<file path="src/rtl/rv32_pipeline_ctrl_if.sv">
// Event and control bundle between the rv32 pipeline stages and the stall/flush sequencer.
// The master side (the stages) raises hazard events; the slave side (the sequencer) returns stop/flush controls.
interface rv32_pipeline_ctrl_if #(
  parameter int CNT_W = 32
);
  logic             do_jump;
  logic             load_use;
  logic             muldiv_start;
  logic             muldiv_done;
  logic             mem_busy;
  logic             stop_if;
  logic             stop_id;
  logic             stop_ex;
  logic             flush_if;
  logic             flush_id;
  logic             bubble_ex;
  logic             muldiv_abort;
  logic             timeout_err;
  logic [CNT_W-1:0] stall_cnt;
  logic [CNT_W-1:0] flush_cnt;

  modport master (
    output do_jump, load_use, muldiv_start, muldiv_done, mem_busy,
    input  stop_if, stop_id, stop_ex, flush_if, flush_id, bubble_ex,
           muldiv_abort, timeout_err, stall_cnt, flush_cnt
  );

  modport slave (
    input  do_jump, load_use, muldiv_start, muldiv_done, mem_busy,
    output stop_if, stop_id, stop_ex, flush_if, flush_id, bubble_ex,
           muldiv_abort, timeout_err, stall_cnt, flush_cnt
  );
endinterface

</file>
<file path="src/rtl/rv32_pipeline_ctrl.sv">
// Stall/flush sequencer for the rv32 five-stage pipeline: post-jump flush window,
// mul/div wait with timeout, and saturating stall/flush performance counters.
module rv32_pipeline_ctrl #(
  parameter int FLUSH_CYCLES  = 2,
  parameter int MULTI_TIMEOUT = 64,
  parameter int CNT_W         = 32
) (
  input  logic                 clk,
  input  logic                 resetn,
  rv32_pipeline_ctrl_if.slave  bus
);

  typedef enum logic [1:0] {RUN, FLUSH, MULTI} state_e;

  localparam logic [2:0] FLOAD = 3'(FLUSH_CYCLES - 1);
  // tcnt counts the start cycle as 1, so the abort cycle is the one entered with tcnt = MULTI_TIMEOUT-1
  localparam logic [7:0] TLAST = 8'(MULTI_TIMEOUT - 1);

  state_e           state_q, state_d;
  logic [2:0]       fcnt_q, fcnt_d;
  logic [7:0]       tcnt_q, tcnt_d;
  logic             terr_q;
  logic [CNT_W-1:0] stall_q, flush_q;

  logic stop_c, stop_fd_c, flush_c, bubble_c, abort_c;

  function automatic logic [CNT_W-1:0] sat_inc(input logic [CNT_W-1:0] v);
    return (&v) ? v : v + 1'b1;
  endfunction

  always_comb begin
    state_d   = state_q;
    fcnt_d    = fcnt_q;
    tcnt_d    = tcnt_q;
    stop_c    = 1'b0;
    stop_fd_c = 1'b0;
    flush_c   = 1'b0;
    bubble_c  = 1'b0;
    abort_c   = 1'b0;
    if (bus.mem_busy) begin
      stop_c    = 1'b1;
      stop_fd_c = 1'b1;
    end else begin
      unique case (state_q)
        RUN: begin
          if (bus.do_jump) begin
            flush_c = 1'b1;
            if (FLUSH_CYCLES > 1) begin
              state_d = FLUSH;
              fcnt_d  = FLOAD;
            end
          end else if (bus.muldiv_start) begin
            stop_c    = 1'b1;
            stop_fd_c = 1'b1;
            tcnt_d    = 8'd1;
            state_d   = MULTI;
          end else if (bus.load_use) begin
            stop_fd_c = 1'b1;
            bubble_c  = 1'b1;
          end
        end
        FLUSH: begin
          flush_c = 1'b1;
          if (fcnt_q == 3'd1) begin
            state_d = RUN;
            fcnt_d  = 3'd0;
          end else begin
            fcnt_d = fcnt_q - 3'd1;
          end
        end
        MULTI: begin
          if (bus.muldiv_done) begin
            state_d = RUN;
            tcnt_d  = 8'd0;
          end else if (tcnt_q == TLAST) begin
            abort_c = 1'b1;
            state_d = RUN;
            tcnt_d  = 8'd0;
          end else begin
            stop_c    = 1'b1;
            stop_fd_c = 1'b1;
            tcnt_d    = tcnt_q + 8'd1;
          end
        end
        default: state_d = RUN;
      endcase
    end
  end

  always_ff @(posedge clk or negedge resetn) begin
    if (!resetn) begin
      state_q <= RUN;
      fcnt_q  <= 3'd0;
      tcnt_q  <= 8'd0;
      terr_q  <= 1'b0;
      stall_q <= '0;
      flush_q <= '0;
    end else begin
      state_q <= state_d;
      fcnt_q  <= fcnt_d;
      tcnt_q  <= tcnt_d;
      terr_q  <= terr_q | abort_c;
      if (stop_fd_c) stall_q <= sat_inc(stall_q);
      if (flush_c)   flush_q <= sat_inc(flush_q);
    end
  end

  // Combinational outputs are forced low while reset is held, independent of inputs
  assign bus.stop_if      = stop_fd_c & resetn;
  assign bus.stop_id      = stop_fd_c & resetn;
  assign bus.stop_ex      = stop_c & resetn;
  assign bus.flush_if     = flush_c & resetn;
  assign bus.flush_id     = flush_c & resetn;
  assign bus.bubble_ex    = bubble_c & resetn;
  assign bus.muldiv_abort = abort_c & resetn;
  assign bus.timeout_err  = terr_q;
  assign bus.stall_cnt    = stall_q;
  assign bus.flush_cnt    = flush_q;

endmodule

</file>
<file path="src/flat_wrapper.sv">
// flat-port wrapper written by rule: the top's interface ports become plain ports
module rv32_pipeline_ctrl_flat 
#(
  parameter int FLUSH_CYCLES  = 2,
  parameter int MULTI_TIMEOUT = 64,
  parameter int CNT_W         = 32
)
  (clk, resetn, bus_do_jump, bus_load_use, bus_muldiv_start, bus_muldiv_done, bus_mem_busy, bus_stop_if, bus_stop_id, bus_stop_ex, bus_flush_if, bus_flush_id, bus_bubble_ex, bus_muldiv_abort, bus_timeout_err, bus_stall_cnt, bus_flush_cnt);
  rv32_pipeline_ctrl_if #(.CNT_W(CNT_W)) bus_i ();
  input  logic clk;
  input  logic resetn;
  input wire logic [$bits(bus_i.do_jump)-1:0] bus_do_jump;
  input wire logic [$bits(bus_i.load_use)-1:0] bus_load_use;
  input wire logic [$bits(bus_i.muldiv_start)-1:0] bus_muldiv_start;
  input wire logic [$bits(bus_i.muldiv_done)-1:0] bus_muldiv_done;
  input wire logic [$bits(bus_i.mem_busy)-1:0] bus_mem_busy;
  output wire logic [$bits(bus_i.stop_if)-1:0] bus_stop_if;
  output wire logic [$bits(bus_i.stop_id)-1:0] bus_stop_id;
  output wire logic [$bits(bus_i.stop_ex)-1:0] bus_stop_ex;
  output wire logic [$bits(bus_i.flush_if)-1:0] bus_flush_if;
  output wire logic [$bits(bus_i.flush_id)-1:0] bus_flush_id;
  output wire logic [$bits(bus_i.bubble_ex)-1:0] bus_bubble_ex;
  output wire logic [$bits(bus_i.muldiv_abort)-1:0] bus_muldiv_abort;
  output wire logic [$bits(bus_i.timeout_err)-1:0] bus_timeout_err;
  output wire logic [$bits(bus_i.stall_cnt)-1:0] bus_stall_cnt;
  output wire logic [$bits(bus_i.flush_cnt)-1:0] bus_flush_cnt;
  assign bus_i.do_jump = bus_do_jump;
  assign bus_i.load_use = bus_load_use;
  assign bus_i.muldiv_start = bus_muldiv_start;
  assign bus_i.muldiv_done = bus_muldiv_done;
  assign bus_i.mem_busy = bus_mem_busy;
  assign bus_stop_if = bus_i.stop_if;
  assign bus_stop_id = bus_i.stop_id;
  assign bus_stop_ex = bus_i.stop_ex;
  assign bus_flush_if = bus_i.flush_if;
  assign bus_flush_id = bus_i.flush_id;
  assign bus_bubble_ex = bus_i.bubble_ex;
  assign bus_muldiv_abort = bus_i.muldiv_abort;
  assign bus_timeout_err = bus_i.timeout_err;
  assign bus_stall_cnt = bus_i.stall_cnt;
  assign bus_flush_cnt = bus_i.flush_cnt;
  rv32_pipeline_ctrl #(.FLUSH_CYCLES(FLUSH_CYCLES), .MULTI_TIMEOUT(MULTI_TIMEOUT), .CNT_W(CNT_W)) u_core (.clk(clk), .resetn(resetn), .bus(bus_i));
endmodule
</file>
<file path="config.mk">
export PLATFORM = sky130hd
export DESIGN_NAME = rv32_pipeline_ctrl_flat
export DESIGN_NICKNAME = d
export VERILOG_FILES = /design/src/rtl/rv32_pipeline_ctrl_if.sv /design/src/rtl/rv32_pipeline_ctrl.sv /design/src/flat_wrapper.sv
export SDC_FILE = /design/constraint.sdc
export NUM_CORES = 1
export LEC_CHECK = 0
export BUFFER_PORTS_ARGS = -buffer_cell sky130_fd_sc_hd__buf_2
export CORE_MARGIN = 10
export CORE_UTILIZATION = 55
export DETAILED_ROUTE_END_ITERATION = 7
export PLACE_DENSITY = 0.89
export RECOVER_POWER = 25
export SKIP_LAST_GASP = 1
export SLEW_MARGIN = 20
export SYNTH_ARGS = -nofsm -noshare
export SYNTH_HDL_FRONTEND = slang
export SYNTH_SLANG_ARGS = --single-unit
</file>
<file path="constraint.sdc">
create_clock -name clk -period 2.85 [get_ports clk]
set_clock_uncertainty 0.2 [all_clocks]
set_input_delay 0.57 -clock clk [delete_from_list [all_inputs] [get_ports clk]]
set_output_delay 0.57 -clock clk [all_outputs]
set_load 0.005 [all_outputs]
</file>
## After elaboration in Yosys (flattened, before gate mapping)

Index checks and enable logic that the tools add are counted.

- Shift operators: 0
- Divide/modulo/power cells: 0
- Mux-type cells: 36
- Reductions and logical operators: 10
- $mul: 0
- Bitwise operators: 9
- Order comparisons: 0
- $add $sub $neg: 4
- Eq/ne operators: 10

Operator list:

| operator | number |
|---|---|
| adder 32 x 1 -> 32 bit, second input constant | 2 |
| AND reduction 32 bit | 2 |
| 2-to-1 mux 8 bit | 4 |
| 2-to-1 mux 1 bit | 19 |
| case mux 8 bit (2 select lines) | 1 |
| 2-to-1 mux 2 bit | 5 |
| adder 8 x 1 -> 8 bit, second input constant | 1 |
| equality test 8 x 6 -> 1 bit, second input constant | 1 |
| AND reduction 4 bit | 2 |
| 2-to-1 mux 3 bit | 2 |
| != test 2 bit, second input constant | 3 |
| case mux 1 bit (2 select lines) | 3 |
| case mux 2 bit (3 select lines) | 1 |
| case mux 3 bit (2 select lines) | 1 |
| AND 1 bit | 5 |
| AND reduction 2 bit | 2 |
| nonzero test 2 bit | 2 |
| equality test 3 x 1 -> 1 bit, second input constant | 1 |
| != test 3 x 2 -> 1 bit, second input constant | 1 |
| != test 3 bit, second input constant | 1 |
| NOT 1 bit | 3 |
| AND reduction 3 bit | 1 |
| subtractor 3 x 1 -> 3 bit, second input constant | 1 |
| equality test 2 x 1 -> 1 bit, second input constant | 1 |
| other kinds (4) | 4 |

- Output and inout bits: 72
- Bits of input ports: 7
- Bits in read-only memories: 0
- Logic and storage cells: 75
- Register bits after elaboration: 78
- Bits in latches: 0
- Memories kept: 0
- Bits in writable memories: 0

## Depth between registers and ports, before layout

- Word-level depth: 6
- Mapped depth: 7
- Gate-level depth less buffers: 6

## Least setup slack after synthesis

No wires, ideal clock.

- Path kind: input to output
- Start point: input bus_mem_busy
- End point: output bus_stop_if
- Arrival: 1951 ps
- Stages on the path: 6
- Slack: 129 ps
- Path buffers: 2
- Path through: buf_6 -> or4b_1 -> o22ai_4 -> nand2_2 -> and2_1 -> buf_4

- Cells in the longest elaborated chain, start to end: 2

RTL lines:

| what | line | RTL |
|---|---|---|
| start, declared | flat_wrapper.sv:16 | `input wire logic [$bits(bus_i.mem_busy)-1:0] bus_mem_busy;` |
| 2-to-1 mux 1 bit | rv32_pipeline_ctrl.sv:40 | `if (bus.mem_busy) begin` |
| AND 1 bit | - |  |
| end, declared | flat_wrapper.sv:17 | `output wire logic [$bits(bus_i.stop_if)-1:0] bus_stop_if;` |

Every way passes these cells.

## Final worst setup path

- Start point: register u_core.tcnt_q[1]
- End point: output bus_stop_if

- Cells in the longest elaborated chain, start to end: 6

RTL lines:

| what | line | RTL |
|---|---|---|
| start, declared | rv32_pipeline_ctrl.sv:21 | `logic [7:0] tcnt_q, tcnt_d;` |
| start signal, assigned | rv32_pipeline_ctrl.sv:101 | `tcnt_q <= tcnt_d;` |
| equality test 8 x 6 -> 1 bit | rv32_pipeline_ctrl.sv:75 | `end else if (tcnt_q == TLAST) begin` |
| 2-to-1 mux 1 bit | rv32_pipeline_ctrl.sv:75 |  |
| 2-to-1 mux 1 bit | rv32_pipeline_ctrl.sv:72 | `if (bus.muldiv_done) begin` |
| case mux 1 bit (2 select lines) | rv32_pipeline_ctrl.sv:44 | `unique case (state_q)` |
| 2-to-1 mux 1 bit | rv32_pipeline_ctrl.sv:40 |  |
| AND 1 bit | rv32_pipeline_ctrl.sv:109 | `assign bus.stop_if = stop_fd_c & resetn;` |

Every way passes these cells.

==> out/qor.yml <==
synthDistinctLibCells: 56
grt_usage: 0.176
synth_top_area_frac: 0.489
r2r_slack_ns: 0.38
synth_ff_type: "dfrtp_1"
grt_use_met3: 0.0510
async_flop_share: 1.00
hold_depth: 1
post-synth-top-count-cell: "dfrtp_1"
die_width_um: 105
grt_antenna_before_repair: 0
postPlaceCellArea_um2: 4510
rows: 30
wl_um: 9660
h-tree-depth: 3
remaining_drc_errors: 0
die_area_um2: 11100
slew_viol_final: 0
grt_pass1_wl_um: 16300
critPathRequiredTime_ns: 2.08
hold_violations: 0
port_buffers: 78
yosys.area.top_type: "dfrtp_1"
max-cap-violations: 0
finalCriticalPeriod_ns: 2.80
io_pins: 79
cp_max_fo: 4
fin_ws_ns: 0.0534
status: "complete, no violations"
met2_usage: 0.296
cts_sinks: 78
floorplan.core_area_um2: 6910
cts-root-buf: "clkbuf_8"
tightest_slew_ns: 1.03
layout.nets: 493
clockBufferDepth: 2
p_leak_nw: 2.29
final_cell_area_um2: 4780
grt_pass1_vias: 3368
clk_latency_ns: 0.35
synth_edf_count: 0
postRouteAntennaNets: 0
r2r_cells: 5
yosysWarnings: 0
synthTopCellsByArea: "dfrtp_1 49%, xnor2_1 11%, nand3_1 4.9%"
ys_seq_area_frac: 0.489
pre_cts_ws_ns: 0.188
syn_area_um2: 3990
n_antenna_cell: 0
crit_arrival_ns: 2.03
powerDensity_nw_per_um2: 601
grt_max_degree: 37
place_inst: 559
vias: 3298
fin_crit_sh: 0.981
fmax_mhz: 358
worstSetupStartpointType: "flip-flop"
synth_common_cells: "78 x dfrtp_1, 50 x xnor2_1, 39 x nand3_1"
syn_avg_cell_area_um2: 10.4
drt_iter0_markers: 139
crit_type: "reg2out"
chipHeight_um: 105
cp-end-kind: "primary output"
overflow: 0
synthesis.nets: 395
numCtsBuffers: 9
ir_worst_vdd_mv: 0.442
start_util: 0.578
grt_util_met1: 0.209
viasPerCell: 5.67
drive_above_1_share: 0.263
finalSetupViolCount: 0
wire_per_inst_um: 16.6
syn_to_final_growth_pct: 19.8
grt-busiest-layer: "met2"
hpwl_um: 7060
fin_cells: 582
hold_class: "reg2reg"
gp_congestion: 0.848
path_clk_slew_ns: 0.08
cts_tree: "built"
syn_inst: 383
drtPass1Iterations: 4
relSlewSlack: 0.309
ys_seq_elements: 78
[cell families (layout without fill, tap and decap cells)]
family | after synthesis | in the layout | synth area share
compound gates | 31 | 31 | 0.0574
xor+xnor | 65 | 65 | 0.143
fa+ha+maj | 5 | 5 | 0.0157
buf+inv | 16 | 119 | 0.0232
flops | 78 | 78 | 0.489
mux | 2 | 2 | 0.00565
simple gates | 186 | 186 | 0.266
[layout make-up]
type | instances | area (um2)
tap | 96 | 120
sequential | 78 | 1950
clock buffer | 13 | 159
multi-input combinational | 289 | 1960
clock inverter | 3 | 42.5
inverter | 8 | 30.0
timing repair buffer | 95 | 513
fill | 543 | 2130
[registers in the layout, summed over array words and instances (netlist names)]
| signal | cells |
|---|---|
| u_core.fcnt_q | 3 |
| u_core.bus.flush_cnt | 32 |
| u_core.tcnt_q | 8 |
| u_core.bus.stall_cnt | 32 |
| u_core.bus.timeout_err | 1 |
| u_core.state_q | 2 |
[placed cells by master (no fill, tap or decap), types with 2 or more instances in the layout]
cell type  netlist  layout
dfrtp_1         78      78
buf_2            1      77
xnor2_1         50      50
nand3_1         39      39
nand2_1         32      32
nand4_1         27      27
nor2_1          26      26
xor2_1          15      15
buf_4            2      14
and3_1          13      13
nor3_1          12      12
clkbuf_8         0      11
o21ai_0          9       9
inv_1            8       8
and4_1           5       5
and2_1           5       4
ha_1             5       4
clkbuf_1         1       4
nor2b_1          3       3
a21oi_1          3       3
nor3b_1          3       3
or4b_4           1       2
and4_2           2       2
nor4b_2          2       2
o31ai_1          2       2
mux2_2           2       2
nor4_1           2       2
a21boi_2         2       2
a31oi_1          2       2
o21a_1           2       2
[final timing paths]
kind	startpoint	to
worst min register to register	u_core.bus.flush_cnt[31]$_DFFE_PN0P_	u_core.bus.flush_cnt[31]$_DFFE_PN0P_
max in group asynchronous	resetn	u_core.bus.flush_cnt[0]$_DFFE_PN0P_
worst max-delay path	u_core.tcnt_q[1]$_DFFE_PN0P_	bus_stop_if
worst min-delay path	u_core.bus.flush_cnt[31]$_DFFE_PN0P_	u_core.bus.flush_cnt[31]$_DFFE_PN0P_
worst max register to register	u_core.bus.flush_cnt[17]$_DFFE_PN0P_	u_core.bus.flush_cnt[25]$_DFFE_PN0P_
min in group asynchronous	resetn	u_core.bus.stall_cnt[18]$_DFFE_PN0P_
[report_power, final]
group	internal (W)	leakage [nW]	switching, W
sequential	0.00123	1.04	0.000191
combinational	0.000291	1.15	0.000317
clock	0.000452	0.0996	0.000389
total	0.00198	2.29	0.000897
[repair_timing]
item | CTS | global route
hold buffers | 1 | 0
setup endpoints to repair | 3 | 2
endpoints found under the hold margin | 10 | 0
resized for setup | 2 | 2
pin swaps | 1 | 2
buffers inserted | 1 | 5
[worst max-delay path, stage by stage (launching register included)]
cell and delay (ns):
dfrtp_1 0.43, ha_4 0.17, or4b_4 0.47, o22ai_4 0.20, nand2_2 0.10, and2_4 0.19, buf_2 0.12
[per-layer routing]
metal / up-vias / wire (um)
li1: 1557 / -
met2: 91 / 4800
met1: 1631 / 4150
met3: 19 / 514
met5: - / 0
met4: 0 / 193
[stage by stage]
stage | power [W] | utilization | TNS [ns] | hold WS [ns]
floorplan | 0.00176 | - | 0 | 0.0744
global placement | 0.00197 | 0.654 | 0 | 0.244
detailed placement | 0.00201 | 0.654 | 0 | 0.244
CTS | 0.00288 | 0.687 | 0 | 0.285
global route | 0.00303 | 0.692 | -0.0311 | 0.310
finish | 0.00287 | 0.692 | 0 | 0.283
(Power assumes the default switching activity.)
